--- src/rtl/transceiver_pkg.sv ---
// Shared command constants, frame ROM and FSM state type for the CC1101 bring-up core.
// Frames are addressed by (frame index, byte position); frame 4 is the status poll loop.
package transceiver_pkg;

  localparam logic [7:0] SRES         = 8'h30;
  localparam logic [7:0] SRX          = 8'h34;
  localparam logic [7:0] IOCFG0       = 8'h02;
  localparam logic [7:0] PKTLEN       = 8'h06;
  localparam logic [7:0] MARCSTATE_RD = 8'hF5;
  localparam logic [7:0] IOCFG0_CFG   = 8'h06;
  localparam logic [7:0] PKTLEN_CFG   = 8'h20;
  localparam logic [7:0] STATUS_PAD   = 8'h00;

  localparam logic [2:0] FRAME_STATUS = 3'd4;

  typedef enum logic [2:0] {
    ST_STARTUP,
    ST_SEL,
    ST_WAIT_RDY,
    ST_SHIFT,
    ST_DESEL,
    ST_GAP
  } state_t;

  function automatic logic [1:0] frame_len(input logic [2:0] frame);
    case (frame)
      3'd0, 3'd3: frame_len = 2'd1;
      default:    frame_len = 2'd2;
    endcase
  endfunction

  function automatic logic [7:0] frame_byte(input logic [2:0] frame, input logic pos);
    case ({frame, pos})
      {3'd0, 1'b0}: frame_byte = SRES;
      {3'd1, 1'b0}: frame_byte = IOCFG0;
      {3'd1, 1'b1}: frame_byte = IOCFG0_CFG;
      {3'd2, 1'b0}: frame_byte = PKTLEN;
      {3'd2, 1'b1}: frame_byte = PKTLEN_CFG;
      {3'd3, 1'b0}: frame_byte = SRX;
      {3'd4, 1'b0}: frame_byte = MARCSTATE_RD;
      {3'd4, 1'b1}: frame_byte = STATUS_PAD;
      default:      frame_byte = 8'h00;
    endcase
  endfunction

  function automatic logic frame_last(input logic [2:0] frame, input logic pos);
    frame_last = ({1'b0, pos} == (frame_len(frame) - 2'd1));
  endfunction

endpackage

--- src/rtl/transceiver_integration_core_spi_byte_engine.sv ---
// SPI mode-0 byte engine: SCLK divider plus 8-bit TX/RX shift registers.
// done is combinational on the final falling edge so a chained start keeps SCLK periodic.
module spi_byte_engine
  import transceiver_pkg::*;
#(
  parameter int CLK_DIV = 24
) (
  input  logic       clk,
  input  logic       rst_n,
  input  logic       load,
  input  logic       start,
  input  logic [7:0] tx_byte,
  input  logic       miso_s,
  output logic       sclk,
  output logic       mosi,
  output logic       busy,
  output logic       done,
  output logic [7:0] rx_byte
);

  localparam int DW = (CLK_DIV > 1) ? $clog2(CLK_DIV) : 1;

  logic [DW-1:0] div_cnt_reg;
  logic [2:0]    bit_cnt_reg;
  logic          busy_reg;
  logic          sclk_reg;
  logic [7:0]    tx_reg;
  logic [7:0]    rx_reg;
  logic          tick;

  assign tick = busy_reg && (div_cnt_reg == DW'(CLK_DIV - 1));
  assign done = tick && sclk_reg && (bit_cnt_reg == 3'd7);

  always_ff @(posedge clk or negedge rst_n) begin
    if (!rst_n) begin
      div_cnt_reg <= '0;
      bit_cnt_reg <= '0;
      busy_reg    <= 1'b0;
      sclk_reg    <= 1'b0;
      tx_reg      <= '0;
      rx_reg      <= '0;
    end else begin
      if (start) begin
        busy_reg    <= 1'b1;
        div_cnt_reg <= '0;
        bit_cnt_reg <= '0;
        sclk_reg    <= 1'b0;
      end else if (busy_reg) begin
        if (tick) begin
          div_cnt_reg <= '0;
          sclk_reg    <= ~sclk_reg;
          if (sclk_reg) begin
            bit_cnt_reg <= bit_cnt_reg + 3'd1;
            if (bit_cnt_reg == 3'd7) busy_reg <= 1'b0;
          end
        end else begin
          div_cnt_reg <= div_cnt_reg + DW'(1);
        end
      end
      // Zeros shift in behind the data, so MOSI idles low once a byte completes.
      if (load) tx_reg <= tx_byte;
      else if (tick && sclk_reg) tx_reg <= {tx_reg[6:0], 1'b0};
      if (tick && !sclk_reg) rx_reg <= {rx_reg[6:0], miso_s};
    end
  end

  assign sclk    = sclk_reg;
  assign mosi    = tx_reg[7];
  assign busy    = busy_reg;
  assign rx_byte = rx_reg;

endmodule

--- src/rtl/transceiver_integration_core.sv ---
// Brings up a CC1101-style transceiver over SPI: startup wait, init command frames,
// then endless MARCSTATE polling with the last status byte kept in rx_last.
module transceiver_integration_core
  import transceiver_pkg::*;
#(
  parameter int CLK_DIV        = 24,
  parameter int STARTUP_CYCLES = 2000,
  parameter int GAP_CYCLES     = 48
) (
  input  logic CLK_48MHZ,
  input  logic BUF2_PBRST_T9,
  input  logic MISO,
  output logic SS,
  output logic MOSI,
  output logic SCLK
);

  state_t      state_reg, state_next;
  logic [15:0] cnt_reg, cnt_next;
  logic [2:0]  frame_reg, frame_next;
  logic        pos_reg, pos_next;
  logic [7:0]  rx_last, rx_last_next;
  logic        ss_reg;
  logic        miso_meta, miso_s;
  logic        eng_load, eng_start, eng_busy, eng_done;
  logic [7:0]  eng_tx, eng_rx;
  logic        byte_last;

  assign byte_last = frame_last(frame_reg, pos_reg);

  always_ff @(posedge CLK_48MHZ or negedge BUF2_PBRST_T9) begin
    if (!BUF2_PBRST_T9) begin
      miso_meta <= 1'b0;
      miso_s    <= 1'b0;
    end else begin
      miso_meta <= MISO;
      miso_s    <= miso_meta;
    end
  end

  always_ff @(posedge CLK_48MHZ or negedge BUF2_PBRST_T9) begin
    if (!BUF2_PBRST_T9) begin
      state_reg <= ST_STARTUP;
      cnt_reg   <= '0;
      frame_reg <= '0;
      pos_reg   <= 1'b0;
      rx_last   <= '0;
      ss_reg    <= 1'b1;
    end else begin
      state_reg <= state_next;
      cnt_reg   <= cnt_next;
      frame_reg <= frame_next;
      pos_reg   <= pos_next;
      rx_last   <= rx_last_next;
      // SS is registered from the next state so the pin never sees decode glitches.
      ss_reg    <= (state_next == ST_STARTUP) || (state_next == ST_GAP);
    end
  end

  always_comb begin
    state_next   = state_reg;
    cnt_next     = '0;
    frame_next   = frame_reg;
    pos_next     = pos_reg;
    rx_last_next = rx_last;
    case (state_reg)
      ST_STARTUP: begin
        cnt_next = cnt_reg + 16'd1;
        if (cnt_reg == 16'(STARTUP_CYCLES - 1)) begin
          state_next = ST_SEL;
          cnt_next   = '0;
        end
      end
      ST_SEL: state_next = ST_WAIT_RDY;
      ST_WAIT_RDY: begin
        if (!miso_s && !eng_busy) state_next = ST_SHIFT;
      end
      ST_SHIFT: begin
        if (eng_done) begin
          if (byte_last) begin
            state_next = ST_DESEL;
            if (frame_reg == FRAME_STATUS) rx_last_next = eng_rx;
          end else begin
            pos_next = pos_reg + 1'b1;
          end
        end
      end
      ST_DESEL: begin
        cnt_next = cnt_reg + 16'd1;
        if (cnt_reg == 16'(CLK_DIV - 1)) begin
          state_next = ST_GAP;
          cnt_next   = '0;
        end
      end
      ST_GAP: begin
        cnt_next = cnt_reg + 16'd1;
        if (cnt_reg == 16'(GAP_CYCLES - 1)) begin
          state_next = ST_SEL;
          cnt_next   = '0;
          pos_next   = 1'b0;
          if (frame_reg != FRAME_STATUS) frame_next = frame_reg + 3'd1;
        end
      end
      default: state_next = ST_STARTUP;
    endcase
  end

  // The engine's first CLK_DIV count after start doubles as the chip-ready setup time.
  always_comb begin
    eng_load  = 1'b0;
    eng_start = 1'b0;
    eng_tx    = frame_byte(frame_reg, pos_reg);
    case (state_reg)
      ST_SEL:      eng_load = 1'b1;
      ST_WAIT_RDY: eng_start = !miso_s && !eng_busy;
      ST_SHIFT: begin
        if (eng_done && !byte_last) begin
          eng_load  = 1'b1;
          eng_start = 1'b1;
          eng_tx    = frame_byte(frame_reg, pos_reg + 1'b1);
        end
      end
      default: ;
    endcase
  end

  spi_byte_engine #(
    .CLK_DIV (CLK_DIV)
  ) u_engine (
    .clk     (CLK_48MHZ),
    .rst_n   (BUF2_PBRST_T9),
    .load    (eng_load),
    .start   (eng_start),
    .tx_byte (eng_tx),
    .miso_s  (miso_s),
    .sclk    (SCLK),
    .mosi    (MOSI),
    .busy    (eng_busy),
    .done    (eng_done),
    .rx_byte (eng_rx)
  );

  assign SS = ss_reg;

endmodule

--- config.mk ---
export PLATFORM = sky130hd
export DESIGN_NAME = transceiver_integration_core
export DESIGN_NICKNAME = d
export VERILOG_FILES = /design/src/rtl/transceiver_pkg.sv /design/src/rtl/transceiver_integration_core_spi_byte_engine.sv /design/src/rtl/transceiver_integration_core.sv
export SDC_FILE = /design/constraint.sdc
export NUM_CORES = 1
export LEC_CHECK = 0
export CORE_AREA = 2 2 51 100
export CTS_BUF_LIST = sky130_fd_sc_hd__clkbuf_2
export DETAILED_ROUTE_END_ITERATION = 10
export DIE_AREA = 0 0 53 102
export GPL_ROUTABILITY_DRIVEN = 0
export HOLD_SLACK_MARGIN = 0.12
export PLACE_DENSITY = 0.79
export SETUP_SLACK_MARGIN = 0.15
export SYNTH_ARGS = -nofsm -noshare
export SYNTH_HDL_FRONTEND = slang
export SYNTH_SLANG_ARGS = --single-unit
--- constraint.sdc ---
create_clock -name CLK_48MHZ -period 2.1 [get_ports CLK_48MHZ]
set_clock_uncertainty 0.05 [all_clocks]
set_input_delay 0.63 -clock CLK_48MHZ [delete_from_list [all_inputs] [get_ports CLK_48MHZ]]
set_output_delay 0.63 -clock CLK_48MHZ [all_outputs]
set_load 0.05 [all_outputs]
==> summary.md <==
| Metric | Value |
|---|---|
| Htree depth | `2` |
| Critical Path Start Type | `flip-flop` |
| CTS buffer count | `5` |
| Max_cap viols | `0` |
| Crit-path slowest cell | `or4_4` |
| Most common cell after layout, fill and taps aside | `dfrtp_1` |
| Worst rel slew slack | `roughly 71%` |
| Placed Cells | `between 300 and 400` |
| Register area share after synthesis | `between 40% and 50%` |
| Cell row count | `35` |
| Wire per inst | `16.38 um` |
| Synthesized area | `between 2000 and 2500 um^2` |
| Violated checks | `setup timing` |
| Total grt overflow | `0` |
| Hold path start | `miso_meta` |
| Nets | `around 300` |
| Post-synth EDFFs | `0` |
| RSZ-0062 raised after global routing | `true` |
| Post-Layout Cell Count | `about 350` |
| GRT Total Usage | `23.96%` |
| Routed WL | `~5700 um` |
| DP HPWL | `between 4000 and 5000 um` |
| Starting Density | `a little over half` |
| Final hold vios | `0` |
| Crit-path max FO | `8` |
| Synth Warn # | `0` |
| Routed vias | `2070` |
| Critical Path, Cell by Cell | `or4_4, nor4b_4, buf_4, a31o_4, a221o_2, clkbuf_16, nor2_2` |
| Max reg flops | `16` |
| Chip height | `~100 um` |
| Chip Width | `~53 um` |
| Core Box Area | `about 4600 um^2` |
| N_diodes | `0` |
| Vias per Instance | `5.931` |
| I/O pin count | `6` |
| CTS tree | `built` |
| Worst setup startpoint | `cnt_reg[6]` |
| First-pass GRT wire length | `roughly 9600 um` |
| Worst EP required | `2370 ps` |
| Tmin final | `2140 ps` |
| Syn Nets | `274` |
| Reg2reg start | `cnt_reg[6]` |
| Final setup viols | `15` |
| Die area | `roughly 5400 um^2` |
| Peak supply drop | `~0.00043 V` |
| F_max | `between 400 and 500 MHz` |
| Unique cell type count in the Yosys netlist | `50` |
| Post-route setup slack | `-39.82 ps` |
| Power density over the cells | `around 430 nW/um^2` |
| CTS sink cnt | `44` |
| Type of the worst setup path | `flip-flop to flip-flop` |
| Worst Path Arrival | `~2400 ps` |
| Commonest non-fill, non-tap cells in the layout | `dfrtp_1, buf_4, nor2_1` |
| Clk buf depth | `2` |
| Share of layout cells above drive strength 1 | `31.29%` |
| DRC | `0` |
| Clock transition at path regs | `approximately 210 ps` |
| DRT Pass-1 Iters | `4` |
| Syn_area_per_cell | `around 9.5 um^2` |
| Leakage | `roughly 1.5 nW` |
| Async S/R FF share, synth | `100.0%` |
| Synth Instances | `260` |
| #FFs+latches synth | `between 40 and 50` |
| Clk Latency, worst-skew pair | `~420 ps` |
| Critical Path End Type | `flip-flop` |
| Fin. max-slew vios | `0` |
| Top FF cell, synth | `dfrtp_1` |
| Outcome | `finished with violations` |
| Post-route ant nets | `0` |
| Hold WC Path Type | `flip-flop to flip-flop` |
| Final Cycle Share | `101.9%` |
| Vias in the first global route | `between 2000 and 2500` |
| Largest net degree at the start of global routing | `28` |
| Post-layout util | `between 60 and 70%` |
| Initial antenna violation count | `0` |
| CP peak stage delay | `~540 ps` |
| CTS root buffer | `clkbuf_2` |
| Port Buffer Count | `5` |
| Slew @ Worst Pin | `434.0 ps` |
| DR iter-0 viols | `28` |
| Area grow syn2layout | `28.06%` |
==> cell families after synthesis <==
| logic type | after synthesis | synth area share [%] |
|---|---|---|
| DFF | 44 | 44.63 |
| muxes | 6 | 2.685 |
| and+or+nand+nor | 110 | 23.66 |
| buffers and inverters | 22 | 3.546 |
| adders and majority gates | 11 | 5.572 |
| AOI/OAI and AO/OA | 49 | 13.53 |
| xor gates and xnor gates | 18 | 6.383 |
==> Yosys cell counts, types with 2 or more instances <==
cell / count / area, um^2
a31o_2: 2 / 17.52
dfrtp_1: 43 / 1076
o211a_1: 2 / 20.02
nand2_1: 20 / 75.07
xnor2_1: 14 / 122.6
a21oi_1: 8 / 40.04
and4b_1: 3 / 30.03
nand2b_1: 3 / 18.77
nand4_1: 6 / 37.54
o31ai_1: 2 / 15.01
a21o_1: 4 / 30.03
and3b_1: 2 / 17.52
ha_1: 11 / 137.6
nand3_1: 6 / 30.03
or3_1: 2 / 12.51
inv_1: 10 / 37.54
nor2_1: 35 / 131.4
o22ai_1: 2 / 12.51
and2_1: 3 / 18.77
o21ai_0: 13 / 65.06
and3_1: 8 / 50.05
xor2_1: 4 / 35.03
a31oi_1: 4 / 25.02
nor4_1: 4 / 25.02
nor3_1: 8 / 40.04
a211oi_1: 2 / 15.01
mux2i_1: 4 / 40.04
o22a_1: 2 / 17.52
nor2b_1: 4 / 25.02
clkbuf_1: 9 / 33.78
==> what timing repair did <==
action	in CTS	in global routing
buffers inserted	1	2
cloned	0	1
endpoints found under the hold margin	17	0
endpoints found under the setup margin	37	40
hold buffers	1	0
pin swaps	8	13
gates resized for setup	28	24
==> where the power goes <==
| part | switching (W) | total (W) | internal (W) |
|---|---|---|---|
| Clock | 0.000276 | 0.000481 | 0.000205 |
| Sequential | 0.000000795 | 0.000852 | 0.000851 |
| Combinational | 0.0000176 | 0.0000249 | 0.00000735 |
| Total | 0.000295 | 0.00136 | 0.00106 |
==> final timing paths <==
check | to | slack, ps | cells after the start
min in group asynchronous | cnt_reg[0] | 610 | 2
min reg2reg | miso_s | 330 | 0
max in group asynchronous | SS | 830 | 3
max reg2reg | cnt_reg[15] | -40 | 7
min | miso_s | 330 | 0
max | cnt_reg[15] | -40 | 7
==> stage by stage <==
step | TNS (ps) | instance area, um^2 | hold slack (ps) | worst slack (ps) | total power [W]
final | -388.1 | 3163 | 328.0 | -39.82 | 0.001358
after CTS | -110.7 | 3040 | 333.5 | -23.28 | 0.001372
after floorplan | 0 | 2541 | 281.2 | 62.67 | 0.0008666
after detailed placement | -126.8 | 2821 | 286.5 | -52.71 | 0.0008909
after global routing | -1588 | 3163 | 352.0 | -119.0 | 0.001400
after global placement | 0 | 2821 | 283.6 | 20.91 | 0.0008904
==> layer usage <==
layer	track usage (%)	up-vias	wire length (um)
met5	0	-	0
met4	15.58	0	317
met3	3.655	30	119
met2	44.23	45	3296
met1	23.36	1007	1983
li1	-	988	-
==> layout make-up <==
type	instances	area, um^2
fill	354	1435
timing repair buffer	37	350.3
clock inverter	2	35.03
tap	55	68.82
multi-input combinational	194	1528
inverter	11	46.29
clock buffer	6	30.03
sequential	44	1105
==> critical path: cells and delay by family (launching register included) <==
| kind | cells | cell delay, ps |
|---|---|---|
| flip-flops | 1 | 430 |
| buffers and inverters | 2 | 350 |
| AO/OA/AOI/OAI | 2 | 340 |
| AND/OR/NAND/NOR | 3 | 900 |
Power figures use the tool's default switching activity.
==> variant, RTL diff (same settings) <==
Register the output `MOSI`, without a reset; this adds one clock of latency there. The other outputs are not delayed to match.
--- a/src/rtl/transceiver_integration_core.sv
+++ b/src/rtl/transceiver_integration_core.sv
@@ -15,4 +15,6 @@
   output logic SCLK
 );
+
+  logic MOSI_d;
 
   state_t      state_reg, state_next;
@@ -135,5 +137,5 @@
     .miso_s  (miso_s),
     .sclk    (SCLK),
-    .mosi    (MOSI),
+    .mosi    (MOSI_d),
     .busy    (eng_busy),
     .done    (eng_done),
@@ -143,4 +145,8 @@
   assign SS = ss_reg;
 
+  always_ff @(posedge CLK_48MHZ) begin
+    MOSI <= MOSI_d;
+  end
+
 endmodule
 
Check against the original RTL: no difference found for any inputs over 10 cycles, from zero or initial values and one cycle with BUF2_PBRST_T9 low; that may be too few to reach the edited logic, so the function may still have changed.
==> variant against the original RTL <==
  * Final cell count is 0.29% higher
  * Routed wire length down 2.6%
  * Sequential share of layout area rose by 1.6 points
  * Power shrank 7.5%
  * Sequential cell count rose by 1
  * Setup slack improved by 0.050 ns
  * Fmax grew 2.4%
  * Synthesized area increased by 0.81%
  * Worst hold slack gained 0.0056 ns
  * Final area decreased by 2.7%
  * Largest power group unchanged
  * Highest routed layer unchanged
==> variant: results (changes against the original RTL) <==
* Status: finished clean (was finished, violations left)
* Met1 demand-to-capacity share in global routing at 23.1% (was 23.4%)
* First-pass iteration count of the detailed router at 5 (was 4)
* Post-synthesis adder-cell area fraction at 5.53% (was 5.57%)
* # resized after CTS at 17 (was 28)
* Master of the slowest instance on the critical path: dfrtp_2 (was or4_4)
* Post-Syn Area per Cell at 9.54 µm² (was 9.50 µm²)
* Sequential share of the synthesized area at 45.1% (was 44.6%)
* Multi-input logic portion of the cell area at 47.6% (was 48.3%)
* Final net count at 308 (was 307)
* Routed WL per cell at 15.9 µm (was 16.4 µm)
* Pre-CTS setup slack at -0.0608 ns (was -0.0527 ns)
* Buffer count from post-CTS setup fixing at 3 (was 1)
* Number of sinks handled by clock tree synthesis at 45 (was 44)
* Buffer share of cell area at 10.8% (was 11.1%)
* Met2 routed wirelength at 3240 µm (was 3300 µm)
* Global routing met2 resource utilization at 43.1% (was 44.2%)
* Top cell family by delay on the critical path: compound AO/OA/AOI/OAI gates (was simple AND/OR/NAND/NOR gates)
* Area contributors post-synth: dfrtp_1, ha_1, nor2_1, xnor2_1, nand2_1 (unchanged)
* Leakage power of the design at 1.44 nW (was 1.45 nW)
* Fraction of layout instances using a drive strength above 1 at 27.5% (was 31.3%)
* DP Cell Count at 335 (was 336)
* Share of the synthesized netlist area taken by xor and xnor gates at 6.33% (was 6.38%)
* VDD IR-drop max at 0.000466 V (was 0.000427 V)
* Clock-cell share of area at 1.30% (was 2.06%)
* Worst EP arrival at 2.37 ns (was 2.41 ns)
* Storage element area at 0.00112 mm² (was 0.00110 mm²)
* Longest individual stage delay on the worst path at 0.49 ns (was 0.54 ns)
* Global router's overall resource usage at 22.9% (was 24.0%)
* Total area of multi-input combinational cells at 0.00146 mm² (was 0.00153 mm²)
* Via count of the routed design at 2052 (was 2070)
* DRT Wirelength at 5570 µm (was 5720 µm)
* HPWL after detailed placement at 3950 µm (was 4190 µm)
* Clock-pin transition on the worst setup and hold timing paths at 0.23 ns (was 0.21 ns)
* DRT met1 WL at 2050 µm (was 1980 µm)
* Filler cell count in the final layout at 361 (was 354)
[variant: cell types whose count changed in the layout (fill, tap and decap cells not counted), sizes merged]
cell	delta
buf	+1
bufinv	-1
clkbuf	-1
clkinv	+1
dfxtp	+1
[variant: power by group]
| group | leakage [nW] | internal, mW | switching (mW) |
|---|---|---|---|
| registers | 0.597 | 0.870 | 0.000808 |
| logic | 0.815 | 0.00735 | 0.0172 |
| clock network | 0.0327 | 0.0838 | 0.277 |
| total | 1.44 | 0.961 | 0.295 |
[variant: worst paths after layout]
check | from | end | slack, ns | depth (start not counted)
setup / recovery | frame_reg[1] | u_engine.tx_reg[6] | 0.01 | 6
hold reg to reg | miso_meta | miso_s | 0.33 | 0
min in group asynchronous | BUF2_PBRST_T9 | miso_s | 0.59 | 2
setup reg to reg | frame_reg[1] | u_engine.tx_reg[6] | 0.01 | 6
max in group asynchronous | BUF2_PBRST_T9 | frame_reg[1] | 0.89 | 3
hold / removal | miso_meta | miso_s | 0.33 | 0
